### config.mk
export PLATFORM = sky130hd
export DESIGN_NAME = rc5_scan_ctrl_flat
export DESIGN_NICKNAME = d
export VERILOG_FILES = /design/src/rtl/rc5_scan_pkg.sv /design/src/rtl/rc5_scan_ctrl_if.sv /design/src/rtl/rc5_scan_shreg.sv /design/src/rtl/rc5_scan_ctrl.sv /design/src/flat_wrapper.sv
export SDC_FILE = /design/constraint.sdc
export NUM_CORES = 1
export LEC_CHECK = 0
export ABC_CLOCK_PERIOD_IN_PS = 5000
export BUFFER_PORTS_ARGS = -buffer_cell sky130_fd_sc_hd__buf_2
export CAP_MARGIN = 5
export CORE_ASPECT_RATIO = 1.4
export CORE_MARGIN = 2
export CORE_UTILIZATION = 25
export DETAILED_ROUTE_END_ITERATION = 10
export HOLD_SLACK_MARGIN = 0.15
export PLACE_DENSITY_LB_ADDON = 0.12
export SLEW_MARGIN = 20
export SYNTH_ARGS = -nofsm -noshare
export SYNTH_HDL_FRONTEND = slang
export SYNTH_SLANG_ARGS = --single-unit
### constraint.sdc
create_clock -name clk -period 5 [get_ports clk]
set_input_delay 0.25 -clock clk [delete_from_list [all_inputs] [get_ports clk]]
set_output_delay 0.25 -clock clk [all_outputs]
set_load 0.005 [all_outputs]
### src/rtl/rc5_scan_pkg.sv
// Shared widths, scan-vector field map, FSM states and error codes for the
// rc5 validation scan receiver.
package rc5_scan_pkg;

  localparam int KEY_W        = 128;
  localparam int DATA_W       = 32;
  localparam int ROUNDS_W     = 5;
  localparam int DEF_TIMEOUT  = 1023;

  localparam int SCAN_IN_LEN  = KEY_W + DATA_W + ROUNDS_W + 3;
  localparam int SCAN_OUT_LEN = DATA_W + 1;

  // Stimulus vector layout, LSB upwards: key, d_in, num_rounds, three strobe bits.
  localparam int KEY_LSB  = 0;
  localparam int DIN_LSB  = KEY_LSB + KEY_W;
  localparam int RND_LSB  = DIN_LSB + DATA_W;
  localparam int LOAD_BIT = RND_LSB + ROUNDS_W;
  localparam int ENC_BIT  = LOAD_BIT + 1;
  localparam int DEC_BIT  = LOAD_BIT + 2;

  localparam logic [DATA_W-1:0] ERR_KEY_TIMEOUT = 32'hDEAD_0001;
  localparam logic [DATA_W-1:0] ERR_BOTH_START  = 32'hDEAD_0002;

  typedef enum logic [2:0] {
    ST_IDLE,
    ST_LOAD_KEY,
    ST_WAIT_KEY,
    ST_START,
    ST_WAIT_DONE,
    ST_RESULT
  } state_e;

endpackage

### src/rtl/rc5_scan_ctrl_if.sv
// Core-side bundle between the scan receiver (master) and the rc5 core (slave).
interface rc5_scan_ctrl_if
  import rc5_scan_pkg::*;
();

  logic [KEY_W-1:0]    core_key;
  logic [DATA_W-1:0]   core_d_in;
  logic [ROUNDS_W-1:0] core_num_rounds;
  logic                core_load_key;
  logic                core_start_encrypt;
  logic                core_start_decrypt;
  logic                core_key_ready;
  logic [DATA_W-1:0]   core_d_out;
  logic                core_done;

  modport master (
    output core_key, core_d_in, core_num_rounds,
    output core_load_key, core_start_encrypt, core_start_decrypt,
    input  core_key_ready, core_d_out, core_done
  );

  modport slave (
    input  core_key, core_d_in, core_num_rounds,
    input  core_load_key, core_start_encrypt, core_start_decrypt,
    output core_key_ready, core_d_out, core_done
  );

endinterface

### src/rtl/rc5_scan_shreg.sv
// Serial-in shift register, MSB first, with a bit counter that saturates at
// WIDTH so "full" means at least one complete vector has been shifted in.
module rc5_scan_shreg #(
  parameter int WIDTH = 168
) (
  input  logic             clk,
  input  logic             rst,
  input  logic             shift_en_i,
  input  logic             ser_i,
  input  logic             cnt_clr_i,
  output logic [WIDTH-1:0] data_o,
  output logic             full_o
);

  localparam int CNT_W = $clog2(WIDTH + 1);

  logic [WIDTH-1:0] data_q;
  logic [CNT_W-1:0] cnt_q;

  assign full_o = (cnt_q == CNT_W'(WIDTH));
  assign data_o = data_q;

  // NOTE: sequential state uses non-blocking assignments so every flop samples
  // pre-edge values; blocking here would create simulation order races.
  always_ff @(posedge clk) begin
    if (rst) begin
      data_q <= '0;
      cnt_q  <= '0;
    end else begin
      if (shift_en_i) begin
        data_q <= {data_q[WIDTH-2:0], ser_i};
      end
      if (cnt_clr_i) begin
        cnt_q <= '0;
      end else if (shift_en_i && !full_o) begin
        cnt_q <= cnt_q + 1'b1;
      end
    end
  end

endmodule

### src/rtl/rc5_scan_ctrl.sv
// Scan-driven validation controller: takes over the rc5 core inputs from a
// shifted-in vector, runs load/encrypt/decrypt and captures the result chain.
module rc5_scan_ctrl
  import rc5_scan_pkg::*;
#(
  parameter int TIMEOUT = DEF_TIMEOUT
) (
  input  logic                clk,
  input  logic                rst,
  input  logic                scan_en,
  input  logic                scan_in,
  input  logic                begin_validate,
  output logic                scan_out,
  output logic                test_mode,
  input  logic [KEY_W-1:0]    func_key,
  input  logic [DATA_W-1:0]   func_d_in,
  input  logic [ROUNDS_W-1:0] func_num_rounds,
  input  logic                func_load_key,
  input  logic                func_start_encrypt,
  input  logic                func_start_decrypt,
  rc5_scan_ctrl_if.master     core
);

  localparam int TIMER_W = $clog2(TIMEOUT + 1);

  state_e                  state_q, state_d;
  logic                    test_mode_q, test_mode_d;
  logic [TIMER_W-1:0]      timer_q, timer_d;
  logic [SCAN_OUT_LEN-1:0] cap_q, cap_d;
  logic                    bv_q;
  logic                    kr_q;

  logic [SCAN_IN_LEN-1:0]  vec;
  logic                    vec_full;
  logic                    cnt_clr;
  logic                    load_pulse, enc_pulse, dec_pulse;
  logic                    timed_out;

  rc5_scan_shreg #(.WIDTH(SCAN_IN_LEN)) u_in_chain (
    .clk        (clk),
    .rst        (rst),
    .shift_en_i (scan_en && (state_q == ST_IDLE)),
    .ser_i      (scan_in),
    .cnt_clr_i  (cnt_clr),
    .data_o     (vec),
    .full_o     (vec_full)
  );

  assign timed_out = (timer_q == TIMER_W'(TIMEOUT));

  // NOTE: every signal written here gets a default first, so no path through
  // the case leaves one unassigned and infers a latch.
  always_comb begin
    state_d     = state_q;
    test_mode_d = test_mode_q;
    cap_d       = cap_q;
    cnt_clr     = 1'b0;
    load_pulse  = 1'b0;
    enc_pulse   = 1'b0;
    dec_pulse   = 1'b0;

    case (state_q)
      ST_IDLE: begin
        if (begin_validate && !bv_q) begin
          if (!vec_full) begin
            state_d = ST_RESULT;
            cap_d   = '0;
          end else begin
            test_mode_d = 1'b1;
            state_d     = vec[LOAD_BIT] ? ST_LOAD_KEY : ST_START;
          end
        end
      end
      ST_LOAD_KEY: begin
        load_pulse = 1'b1;
        state_d    = ST_WAIT_KEY;
      end
      ST_WAIT_KEY: begin
        if (core.core_key_ready && !kr_q) begin
          state_d = ST_START;
        end else if (timed_out) begin
          state_d = ST_RESULT;
          cap_d   = {1'b0, ERR_KEY_TIMEOUT};
        end
      end
      ST_START: begin
        if (vec[ENC_BIT] && vec[DEC_BIT]) begin
          state_d = ST_RESULT;
          cap_d   = {1'b0, ERR_BOTH_START};
        end else if (!vec[ENC_BIT] && !vec[DEC_BIT]) begin
          state_d = ST_RESULT;
          cap_d   = {1'b1, {DATA_W{1'b0}}};
        end else begin
          enc_pulse = vec[ENC_BIT];
          dec_pulse = vec[DEC_BIT];
          state_d   = ST_WAIT_DONE;
        end
      end
      ST_WAIT_DONE: begin
        if (core.core_done) begin
          state_d = ST_RESULT;
          cap_d   = {1'b1, core.core_d_out};
        end else if (timed_out) begin
          state_d = ST_RESULT;
          cap_d   = {1'b0, core.core_d_out};
        end
      end
      ST_RESULT: begin
        if (!begin_validate) begin
          state_d     = ST_IDLE;
          test_mode_d = 1'b0;
          cnt_clr     = 1'b1;
        end else if (scan_en) begin
          cap_d = {cap_q[SCAN_OUT_LEN-2:0], 1'b0};
        end
      end
      default: state_d = ST_IDLE;
    endcase

    // Dropping begin_validate mid-run abandons the run without a capture.
    if (!begin_validate &&
        (state_q inside {ST_LOAD_KEY, ST_WAIT_KEY, ST_START, ST_WAIT_DONE})) begin
      state_d     = ST_IDLE;
      test_mode_d = 1'b0;
      cap_d       = cap_q;
    end

    if (state_d != state_q) begin
      timer_d = '0;
    end else if (state_q inside {ST_WAIT_KEY, ST_WAIT_DONE}) begin
      timer_d = timer_q + 1'b1;
    end else begin
      timer_d = '0;
    end
  end

  always_ff @(posedge clk) begin
    if (rst) begin
      state_q     <= ST_IDLE;
      test_mode_q <= 1'b0;
      timer_q     <= '0;
      cap_q       <= '0;
      bv_q        <= 1'b0;
      kr_q        <= 1'b0;
    end else begin
      state_q     <= state_d;
      test_mode_q <= test_mode_d;
      timer_q     <= timer_d;
      cap_q       <= cap_d;
      bv_q        <= begin_validate;
      kr_q        <= core.core_key_ready;
    end
  end

  assign scan_out  = cap_q[SCAN_OUT_LEN-1];
  assign test_mode = test_mode_q;

  assign core.core_key           = test_mode_q ? vec[KEY_LSB +: KEY_W]    : func_key;
  assign core.core_d_in          = test_mode_q ? vec[DIN_LSB +: DATA_W]   : func_d_in;
  assign core.core_num_rounds    = test_mode_q ? vec[RND_LSB +: ROUNDS_W] : func_num_rounds;
  assign core.core_load_key      = test_mode_q ? load_pulse : func_load_key;
  assign core.core_start_encrypt = test_mode_q ? enc_pulse  : func_start_encrypt;
  assign core.core_start_decrypt = test_mode_q ? dec_pulse  : func_start_decrypt;

endmodule

### src/flat_wrapper.sv
// flat-port wrapper written by rule: the top's interface ports become plain ports
module rc5_scan_ctrl_flat import rc5_scan_pkg::*;
#(
  parameter int TIMEOUT = DEF_TIMEOUT
)
  (clk, rst, scan_en, scan_in, begin_validate, scan_out, test_mode, func_key, func_d_in, func_num_rounds, func_load_key, func_start_encrypt, func_start_decrypt, core_core_key, core_core_d_in, core_core_num_rounds, core_core_load_key, core_core_start_encrypt, core_core_start_decrypt, core_core_key_ready, core_core_d_out, core_core_done);
  rc5_scan_ctrl_if core_i ();
  input  logic clk;
  input  logic rst;
  input  logic scan_en;
  input  logic scan_in;
  input  logic begin_validate;
  output logic scan_out;
  output logic test_mode;
  input  logic [KEY_W-1:0] func_key;
  input  logic [DATA_W-1:0] func_d_in;
  input  logic [ROUNDS_W-1:0] func_num_rounds;
  input  logic func_load_key;
  input  logic func_start_encrypt;
  input  logic func_start_decrypt;
  output wire logic [$bits(core_i.core_key)-1:0] core_core_key;
  output wire logic [$bits(core_i.core_d_in)-1:0] core_core_d_in;
  output wire logic [$bits(core_i.core_num_rounds)-1:0] core_core_num_rounds;
  output wire logic [$bits(core_i.core_load_key)-1:0] core_core_load_key;
  output wire logic [$bits(core_i.core_start_encrypt)-1:0] core_core_start_encrypt;
  output wire logic [$bits(core_i.core_start_decrypt)-1:0] core_core_start_decrypt;
  input wire logic [$bits(core_i.core_key_ready)-1:0] core_core_key_ready;
  input wire logic [$bits(core_i.core_d_out)-1:0] core_core_d_out;
  input wire logic [$bits(core_i.core_done)-1:0] core_core_done;
  assign core_core_key = core_i.core_key;
  assign core_core_d_in = core_i.core_d_in;
  assign core_core_num_rounds = core_i.core_num_rounds;
  assign core_core_load_key = core_i.core_load_key;
  assign core_core_start_encrypt = core_i.core_start_encrypt;
  assign core_core_start_decrypt = core_i.core_start_decrypt;
  assign core_i.core_key_ready = core_core_key_ready;
  assign core_i.core_d_out = core_core_d_out;
  assign core_i.core_done = core_core_done;
  rc5_scan_ctrl #(.TIMEOUT(TIMEOUT)) u_core (.clk(clk), .rst(rst), .scan_en(scan_en), .scan_in(scan_in), .begin_validate(begin_validate), .scan_out(scan_out), .test_mode(test_mode), .func_key(func_key), .func_d_in(func_d_in), .func_num_rounds(func_num_rounds), .func_load_key(func_load_key), .func_start_encrypt(func_start_encrypt), .func_start_decrypt(func_start_decrypt), .core(core_i));
endmodule
After elaboration in Yosys (flattened, before gate mapping)

Cells that the tools add are included.

Logic and storage cells: 94
Input bits: 207
Register bits after elaboration: 225
Output and inout port bits: 170

Bitwise operators: 2
Mux-type cells: 41
Reductions and logical operators: 23
Add/subtract/negate cells: 2
Equal/unequal tests: 18

Operators with widths:

| cell                                                            | number |
|---|---|
| 33-bit 2-to-1 mux                                               | 10 |
| 33-bit one-hot mux with 5 select lines                          | 1 |
| 128-bit 2-to-1 mux                                              | 1 |
| 32-bit 2-to-1 mux                                               | 1 |
| 3-bit 2-to-1 mux                                                | 8 |
| 3-bit one-hot mux with 6 select lines                           | 1 |
| 1-bit 2-to-1 mux                                                | 16 |
| 2-bit != test, second input constant                            | 6 |
| 10-bit by 1-bit adder with 10-bit output, second input constant | 1 |
| 10-bit == test, second input constant                           | 1 |
| 10-bit AND reduction                                            | 1 |
| 8-bit by 1-bit adder with 8-bit output, second input constant   | 1 |
| 8-bit == test, second input constant                            | 1 |
| 1-bit logical AND                                               | 7 |
| 3-bit by 2-bit == test with 1-bit output, second input constant | 2 |
| 3-bit == test, second input constant                            | 2 |
| 1-bit zero test                                                 | 6 |
| 5-bit 2-to-1 mux                                                | 1 |
| 5-bit nonzero test                                              | 1 |
| 2-bit by 1-bit != test with 1-bit output, second input constant | 2 |
| 4-bit AND reduction                                             | 1 |
| 2-bit nonzero test                                              | 2 |
| 4-bit nonzero test                                              | 1 |
| 2-bit OR reduction                                              | 2 |
| other kinds (9)                                                 | 10 |

Depth between registers and ports, before layout

Gate-level depths: netlist (run 1).

Depth after elaboration: 8
Gate-level depth with buffers: 9
Gate-level depth less buffers: 7

By module

From an unflattened synthesis (run 1), not the netlist that was laid out.

Cells, all modules: 1106
Area, all modules: 11245.8 µm²

Modules (own cells, without submodules):

| module         | area an instance (µm²) | instances | seq. area each (µm²) | cells an instance |
|---|---|---|---|---|
| rc5_scan_shreg | 6349.8                 | 1         | 3523.4               | 591 |
| rc5_scan_ctrl  | 4895.9                 | 1         | 980.9                | 515 |

Least setup slack after synthesis (run 1)

Ideal clock, no wire load.

Path type: reg2reg
Start: register u_core.timer_q[0]
End: register u_core.timer_q[2]
Library setup time: 69 ps
Period minus slack after synthesis: 1873 ps
Path buffers: 0
Arrival: 1804 ps
Required time: 4931 ps
Cell stages (with the launch flop): 7
Path slack: 3127 ps
Cells stage by stage: dfxtp_1 ha_1 and4_1 a41o_1 a2111oi_0 o211ai_1 nor2_1

Word-level cells in the longest chain between the ends: 7

Ends and longest elaborated chain:

| what                                       | RTL line                                  | text |
|---|---|---|
| start: declaration                         | rc5_scan_ctrl.sv:28                       | `logic [TIMER_W-1:0] timer_q, timer_d;` |
| start signal: assignment                   | rc5_scan_ctrl.sv:148                      | `timer_q <= timer_d;` |
| 10-bit == test                             | rc5_scan_ctrl.sv:49                       | `assign timed_out = (timer_q == TIMER_W'(TIMEOUT));` |
| 3-bit 2-to-1 mux                           | rc5_scan_ctrl.sv:81, rc5_scan_ctrl.sv:103 |  |
| 3-bit 2-to-1 mux, on equally long branches | rc5_scan_ctrl.sv:100, rc5_scan_ctrl.sv:79 |  |
| 3-bit one-hot mux with 6 select lines      | rc5_scan_ctrl.sv:62                       | `case (state_q)` |
| 3-bit 2-to-1 mux                           | rc5_scan_ctrl.sv:121                      | `if (!begin_validate &&` |
| 3-bit != test                              | rc5_scan_ctrl.sv:128                      | `if (state_d != state_q) begin` |
| 3-bit OR reduction (no source line)        | --                                        |  |

Parallel ways exist; a longest one is shown, timed or not.
A chain may end at the register's enable or synchronous reset.

Worst setup path in the final report (run 1)

Start: register u_core.state_q[0]
End: register u_core.u_in_chain.data_q[66], in the netlist u_core.u_in_chain.data_o[66]

Word-level cells in the longest chain between the ends: 2

Ends and longest elaborated chain:

| what                     | RTL line             | text |
|---|---|---|
| start: declaration       | rc5_scan_ctrl.sv:26  | `state_e state_q, state_d;` |
| start signal: assignment | rc5_scan_ctrl.sv:146 | `state_q <= state_d;` |
| 3-bit zero test          | rc5_scan_ctrl.sv:42  | `.shift_en_i (scan_en && (state_q == ST_IDLE)),` |
| 1-bit logical AND        | rc5_scan_ctrl.sv:42  |  |
| end signal: assignment   | rc5_scan_shreg.sv:31 | `data_q <= {data_q[WIDTH-2:0], ser_i};` |
| end: declaration         | rc5_scan_shreg.sv:17 | `logic [WIDTH-1:0] data_q;` |

Every way passes these cells.

==> results.toml, run 1 <==
[route]
wl_per_cell_microns = 15.0
totalWireLength_microns = 32300
firstDrtPassIters = 5
ant_nets = 0
vias = 9843
drtIter0Drc = 506
vias_per_cell = 4.57
remaining_drc_errors = 0

[floorplan]
fp.dieW_microns = 178
row_count = 89
start_util = 0.252
dieArea_sq_mm = 0.0441
chipHeight_microns = 248
io_pins = 377
coreArea_sq_mm = 0.0420

[sta]
grt_setup_unrepaired = "no"
slew_viol_final = 0
slew_headroom = 0.286
finalSetupViolations = 0
skew_ns = 0.0200
hold_violations = 0
fin_crit_sh = 0.596
max_slew.worst_pin.slew_ns = 1.07
tns_ns = 0
period_needed_ns = 2.98
fmax_mhz = 335

[logic_synthesis]
ys.flop_type = "dfxtp_1"
ys_seq_area_frac = 0.425
synthesis.area_sq_mm = 0.0106
syn-num-nets = 1458
yosysWarnings = 0
yosysTopAreaCell = "dfxtp_1"
avgSynthCellArea_sq_um = 8.52
synth_top_area_share = 0.425
synth_area_leaders = "dfxtp_1 42%, mux2_2 18%, nand2_1 12%"
synth_edf_count = 0
synth.distinct_cells = 51
ys_ff_latch = 225
syn_inst = 1244
ys_async_sr_fraction = 0

[cells_and_area]
final_area_sq_mm = 0.0141
antenna_cells = 0
drive_gt1_frac = 0.388
area_growth_pct = 33.0
final_nets = 1807

[clock_network]
cts.sinks = 225
h-tree-depth = 1
clk_path_buf_depth = 3
cts.clk_slew.worst_paths_ns = 0.06
cts-root-buf = "clkbuf_16"
cts_resized = 0
numCtsBuffers = 25
clk_latency_ns = 0.54
cts_tree = "yes"

[job]
cap_violations = 0

[global_route]
antenna_found_initial = 0
grt-ovfl-total = 0
grt_use_total = 0.138
grt_max_degree = 112
grt_pass1_wl_microns = 49700
grt_pass1_vias = 9317

[critical_path]
start_kind = "flip-flop"
cp_max_fo = 100
worstSetupEndpointType = "flip-flop"
worst_ep_arrival_time_ns = 3.43
cp.required_ns = 5.45
worstSetupPathType = "flip-flop to flip-flop"

[hold_path]
hold_class = "input port to flip-flop"

[run_status]
status = "finished, final reports clean"

[placed_design]
io_buffers = 376
place_area_sq_mm = 0.0129
routabilityCongestion = 0.733
hpwl_microns = 21900

[power]
peakVddDrop_v = 0.000178
p_leak_nw = 5.29
total_power_mw = 4.30
power_density_mw_per_mm2 = 305
-- through the flow --
step / worst slack [ns] / hold slack [ns] / utilization / instances
floorplan: 3.13 / 0.378 / - / 1244
global placement: 2.03 / 0.443 / 0.307 / 2075
detailed placement: 2.05 / 0.462 / 0.307 / 2075
CTS: 2.01 / 0.210 / 0.336 / 2156
global route: 1.70 / 0.232 / 0.336 / 2156
finish: 2.02 / 0.233 / 0.336 / 2156
-- what timing repair did --
item,4_1_cts,5_1_grt
buffers inserted,0,0
endpoints found under the setup margin,0,0
hold endpoints to repair,80,0
hold buffers,37,0
-- final cells by class --
| class | instances | area [sq um] |
|---|---|---|
| fillers | 4449 | 27900 |
| multi-input cells | 906 | 5660 |
| flip-flops and latches | 225 | 4510 |
| repair buffers | 424 | 2370 |
| clock buffers | 32 | 713 |
| well taps | 546 | 683 |
| clock inverters | 12 | 124 |
| inverters | 11 | 41.3 |
-- cells in the final DEF (no fill, tap or decap), types with 4 or more instances in the layout --
cell type / n
clkinv_2: 6
nor2_1: 20
dlygate4sd3_1: 37
a22oi_1: 30
nor2b_1: 6
nand3_1: 7
a211oi_1: 15
nand4_1: 7
clkbuf_16: 26
xor2_1: 8
a21oi_1: 212
buf_4: 9
dfxtp_1: 224
ha_1: 7
a211oi_2: 20
clkbuf_8: 4
nand2_1: 349
or3_1: 4
xnor2_1: 5
inv_1: 11
mux2_2: 165
buf_2: 375
-- final timing paths --
path / from / end / slack, ns / cells past startpoint
worst max-delay path: u_core.state_q[0]$_SDFF_PP0_ / u_core.u_in_chain.data_o[66]$_SDFFE_PP0P_ / 2.02 / 5
worst min-delay path: core_core_done / u_core.cap_q[32]$_SDFFE_PP0P_ / 0.23 / 4
worst max register to register: u_core.state_q[0]$_SDFF_PP0_ / u_core.u_in_chain.data_o[66]$_SDFFE_PP0P_ / 2.02 / 5
worst min register to register: u_core.u_in_chain.data_o[79]$_SDFFE_PP0P_ / u_core.u_in_chain.data_o[80]$_SDFFE_PP0P_ / 0.47 / 2
-- cells in the mapped netlist, drive strengths merged, types with 8 or more instances --
cell type	count
a211oi	35
nand2	350
xor2	8
buf	19
mux2	165
a21oi	212
nor2	20
inv	11
a22oi	30
clkbuf	83
dfxtp	225
-- per-layer routing --
layer / GRT usage / vias to the layer above / wire length (microns)
li1: - / 4976 / -
met1: 0.173 / 4566 / 13900
met2: 0.247 / 264 / 16500
met3: 0.0167 / 37 / 1350
met4: 0.0405 / 0 / 650
met5: 0 / - / 0
-- sequential cells by signal (all words and copies together) (netlist names) --
register	count
u_core.bv_q	1
u_core.u_in_chain.cnt_q	8
u_core.kr_q	1
u_core.timer_q	10
u_core.u_in_chain.data_o	168
u_core.test_mode	1
u_core.cap_q	33
u_core.state_q	3
-- worst max-delay path, cell delays in order (launching register included) --
cell and delay (ns):
dfxtp_1 0.77, nor3_2 0.19, nand2_4 0.60, buf_4 0.90, nand2_1 0.12, a21oi_1 0.16
-- power by group --
group          leakage [nW]  internal [mW]  total (mW)  switching (mW)
Combinational          3.05          0.248       0.564           0.315
Clock                 0.417           1.11        1.88           0.767
Sequential             1.82           1.83        1.86          0.0308
-- cells by family (layout without fill, tap and decap cells) --
| family | count (synthesis) | count (layout) | share of synthesized area |
|---|---|---|---|
| compound gates | 300 | 300 | 0.173 |
| flops | 225 | 225 | 0.425 |
| xor+xnor | 13 | 13 | 0.0107 |
| mux | 168 | 168 | 0.178 |
| simple gates | 418 | 418 | 0.162 |
| fa+ha+maj | 7 | 7 | 0.00826 |
| buf+inv | 113 | 479 | 0.0427 |
Power figures use the tool's default switching activity.
==> inputs of run 2 (changes only) <==
- ABC_CLOCK_PERIOD_IN_PS: 5000 -> 3100
- clock period: 5 -> 3.1 ns (I/O delays scaled with it)
==> results.toml, run 2 (same netlist as run 1, synthesis figures left out) <==
[run_status]
status = "finished, final reports clean"

[cells_and_area]
final_area_sq_mm = 0.0144
final_common_cell = "buf_2"
drive_gt1_frac = 0.390
largest_reg_flops = 168
layout_common_cells = "375 x buf_2, 349 x nand2_1, 224 x dfxtp_1, 212 x a21oi_1, 165 x mux2_2"
final_nets = 1833
fin_cells = 2185
area_growth_pct = 36.1
antenna_cells = 0
n_fill_cell = 4438

[route]
drtIter0Drc = 383
wl_per_cell_microns = 15.1
totalWireLength_microns = 33100
vias = 9953
firstDrtPassIters = 6
ant_nets = 0
remaining_drc_errors = 0
vias_per_cell = 4.56

[placed_design]
routabilityCongestion = 0.763
dp_cells = 2089
place_area_sq_mm = 0.0131
hpwl_microns = 22900
io_buffers = 376

[critical_path]
critPathMaxStageDelay_ns = 0.75
cp_max_fo = 18
crit_start = "u_core.state_q[0]$_SDFF_PP0_"
crit_chain = "nand3b_1, or3_1, o2111a_1, nor3b_1, buf_4, a211oi_1, dlygate4sd3_1"
worst_ep_arrival_time_ns = 3.29
cp_top_family = "simple AND/OR/NAND/NOR gates"
crit_cells = 7
r2r_start = "u_core.state_q[0]$_SDFF_PP0_"
crit_slowest_cell = "dfxtp_1"
worstSetupPathType = "flip-flop to flip-flop"
start_kind = "flip-flop"
cp.required_ns = 3.58
reg2reg_depth = 7
crit_buf_inv = 2
worstSetupEndpointType = "flip-flop"

[sta]
fmax_mhz = 355
hold_violations = 0
slew_headroom = 0.492
period_needed_ns = 2.82
skew_ns = 0.0107
fin_crit_sh = 0.909
finalSetupViolations = 0
tns_ns = 0
grt_setup_unrepaired = "no"
slew_viol_final = 0
max_slew.worst_pin.slew_ns = 0.759

[global_route]
grt-ovfl-total = 0
grt_use_total = 0.140
antenna_found_initial = 0
grt_pass1_wl_microns = 50300
grt_max_degree = 108
grt_pass1_vias = 9658

[hold_path]
hold_class = "input port to flip-flop"
worstHoldStart = "core_core_d_out[1]"
min_path_cells = 5

[clock_network]
cts_tree = "yes"
clk_latency_ns = 0.54
cts-root-buf = "clkbuf_16"
clk_path_buf_depth = 3
h-tree-depth = 1
cts.clk_slew.worst_paths_ns = 0.06
cts.sinks = 225
numCtsBuffers = 26

[power]
p_leak_nw = 5.48
peakVddDrop_v = 0.000356
power_density_mw_per_mm2 = 497

[floorplan]
dieArea_sq_mm = 0.0441
coreArea_sq_mm = 0.0420
io_pins = 377
row_count = 89
chipHeight_microns = 248
start_util = 0.252
fp.dieW_microns = 178

[job]
cap_violations = 0
-- run 2: changes by cell type in the layout (fill, tap and decap cells not counted) --
cell / previous run / this run
bufinv_16: 2 / 3
clkbuf_1: 2 / 5
clkbuf_16: 26 / 27
buf_4: 9 / 18
inv_6: 3 / 2
dlygate4sd3_1: 37 / 48
buf_12: 2 / 7
-- run 2: cell type report --
type | instances | area, sq um | area share
repair buffers | 449 | 2640 | 0.183
well taps | 546 | 683 | 0.0474
flip-flops and latches | 225 | 4510 | 0.312
multi-input cells | 906 | 5660 | 0.392
clock inverters | 12 | 145 | 0.0101
inverters | 11 | 41.3 | 0.00286
clock buffers | 36 | 749 | 0.0519
-- run 2: repair_timing --
| item | CTS | global route |
|---|---|---|
| setup buffers | 0 | 0 |
| hold endpoints to repair | 67 | 0 |
| hold buffers | 48 | 0 |
| gates resized for setup | 0 | 0 |
-- run 2: final timing paths --
path,to,slack [ns]
setup / recovery,u_core.cap_q[30]$_SDFFE_PP0P_,0.28
hold / removal,u_core.cap_q[1]$_SDFFE_PP0P_,0.21
hold reg to reg,u_core.timer_q[0]$_SDFF_PP0_,0.46
setup reg to reg,u_core.cap_q[30]$_SDFFE_PP0P_,0.28
-- run 2: metal layers --
layer,vias up,routed length (microns),global-route usage
li1,5031,-,-
met1,4629,13800,0.163
met2,249,17100,0.261
met3,44,1390,0.0178
met4,0,806,0.0489
met5,-,0,0
-- run 2: tightest hold or removal path, stage by stage --
cell      delay (ns)
buf_2           0.08
mux2i_1         0.06
nor2_1          0.13
a21oi_1         0.08
a211oi_2        0.20
-- run 2: where the power goes --
part | switching (mW) | total (mW) | internal [mW] | leakage (nW)
sequential | 0.0511 | 3.00 | 2.95 | 1.82
combinational | 0.518 | 0.964 | 0.446 | 3.21
clock | 1.27 | 3.21 | 1.94 | 0.442
-- run 2: metrics by stage --
step / total power [mW] / setup slack (ns) / hold WS [ns] / utilization
after floorplan: 3.59 / 1.23 / 0.283 / -
after global placement: 3.98 / 0.843 / 0.399 / 0.311
after detailed placement: 3.98 / 0.806 / 0.407 / 0.311
final: 7.18 / 0.282 / 0.207 / 0.344
after global routing: 7.51 / 0.0583 / 0.293 / 0.344
after CTS: 7.32 / 0.261 / 0.188 / 0.344
==> inputs of run 3 (changes only) <==
- CORE_ASPECT_RATIO: 1.4 -> 0.6
==> results.toml, run 3 (same netlist as run 1, synthesis figures left out) <==
[global_route]
busiest_layer = "met1"
grt_max_degree = 96
grt_use_total = 0.133
use_met3 = 0.0256
grt-ovfl-total = 0
met1_usage = 0.199
use_met2 = 0.197
grt_pass1_wl_microns = 48500
grt_pass1_vias = 8874
antenna_found_initial = 0

[placed_design]
routabilityCongestion = 0.774
io_buffers = 376
hpwl_microns = 21000
dp_cells = 2108
place_area_sq_mm = 0.0130

[route]
ant_nets = 0
totalWireLength_microns = 31400
wl_per_cell_microns = 14.3
vias = 9778
drtIter0Drc = 556
firstDrtPassIters = 5
remaining_drc_errors = 0
vias_per_cell = 4.46

[floorplan]
io_pins = 377
fp.dieW_microns = 270
dieArea_sq_mm = 0.0441
chipHeight_microns = 163
start_util = 0.253
coreArea_sq_mm = 0.0419
row_count = 58

[critical_path]
crit_chain = "nand3b_1, or3_1, o2111a_1, nor3b_1, buf_4, a211oi_1"
worst_ep_arrival_time_ns = 3.19
reg2reg_depth = 6
critPathMaxStageDelay_ns = 0.77
cp_max_fo = 20
start_kind = "flip-flop"
worstSetupEndpointType = "flip-flop"
crit_slowest_cell = "dfxtp_1"
worstSetupPathType = "flip-flop to flip-flop"
cp.required_ns = 3.53

[cells_and_area]
largest_reg_flops = 168
antenna_cells = 0
drive_gt1_frac = 0.388
final_nets = 1817
final_area_sq_mm = 0.0143
layout_common_cells = "375 x buf_2, 349 x nand2_1, 224 x dfxtp_1, 212 x a21oi_1, 165 x mux2_2"
utilization = 0.340
final_common_cell = "buf_2"
area_growth_pct = 34.5
fin_cells = 2190

[sta]
finalSetupViolations = 0
slew_headroom = 0.306
holdWs_ns = 0.186
period_needed_ns = 2.76
hold_violations = 0
fin_crit_sh = 0.890
grt_setup_unrepaired = "no"
fmax_mhz = 362
max_slew.worst_pin.slew_ns = 1.04
skew_ns = 0.00912
tns_ns = 0
slew_viol_final = 0

[clock_network]
h-tree-depth = 1
cts.clk_slew.worst_paths_ns = 0.07
cts-root-buf = "clkbuf_16"
cts.sinks = 225
clk_latency_ns = 0.52
cts_resized = 0
clk_path_buf_depth = 3
cts_tree = "yes"
numCtsBuffers = 25

[run_status]
status = "finished, final reports clean"

[power]
p_sw_mw = 1.80
peakVddDrop_v = 0.000220
clkPwrFrac = 0.439
pwr-share-comb = 0.134
p_leak_nw = 5.35
p_sw_frac = 0.256
seq_power_share = 0.427
power_density_mw_per_mm2 = 493
power.internal_mw = 5.23

[job]
cap_violations = 0

[hold_path]
hold_class = "input port to flip-flop"
min_path_cells = 5
run 3: metal layers:
layer,share of wire,wire length [microns]
met5,0,0
met4,0.015,466
met3,0.042,1320
met2,0.42,13300
met1,0.52,16300
run 3: cell type report:
cell class	count	area, sq um
clock inverter	8	123
clock buffer	36	717
inverter	11	41.3
multi-input combinational	906	5660
sequential	225	4510
fill	4427	27600
tap	570	713
timing repair buffer	434	2490
run 3: critical path, delay by kind of cell, from the launching register on:
family / cells / cell delay [ns]
AND/OR/NAND/NOR: 3 / 1.06
buffers and inverters: 1 / 0.19
AO/OA/AOI/OAI: 2 / 0.64
flip-flops: 1 / 0.77
run 3: path summary, 6_finish.rpt:
check | to | slack (ns) | start
min reg2reg | u_core.timer_q[0]$_SDFF_PP0_ | 0.46 | u_core.timer_q[0]$_SDFF_PP0_
max | u_core.cap_q[31]$_SDFFE_PP0P_ | 0.34 | u_core.state_q[0]$_SDFF_PP0_
min | u_core.cap_q[1]$_SDFFE_PP0P_ | 0.19 | core_core_d_out[1]
max reg2reg | u_core.cap_q[31]$_SDFFE_PP0P_ | 0.34 | u_core.state_q[0]$_SDFF_PP0_
run 3: power groups by stage:
stage | logic (mW) | registers (mW) | clock network (mW)
after floorplan | 0.545 | 3.04 | 0
after global placement | 0.919 | 3.06 | 0
after detailed placement | 0.916 | 3.06 | 0
after CTS | 0.958 | 3.00 | 3.20
after global routing | 1.04 | 3.00 | 3.32
final | 0.939 | 3.00 | 3.08
run 3: stage by stage:
| stage | total power, mW | worst slack, ns |
|---|---|---|
| 2_1_floorplan | 3.59 | 1.23 |
| 3_3_place_gp | 3.98 | 0.472 |
| 3_5_place_dp | 3.98 | 0.350 |
| 4_1_cts | 7.15 | 0.321 |
| 5_1_grt | 7.37 | 0.121 |
| 6_report | 7.02 | 0.340 |
run 3: what timing repair did:
action,4_1_cts,5_1_grt
endpoints found under the hold margin,80,0
hold buffers,38,0
buffers inserted,0,0
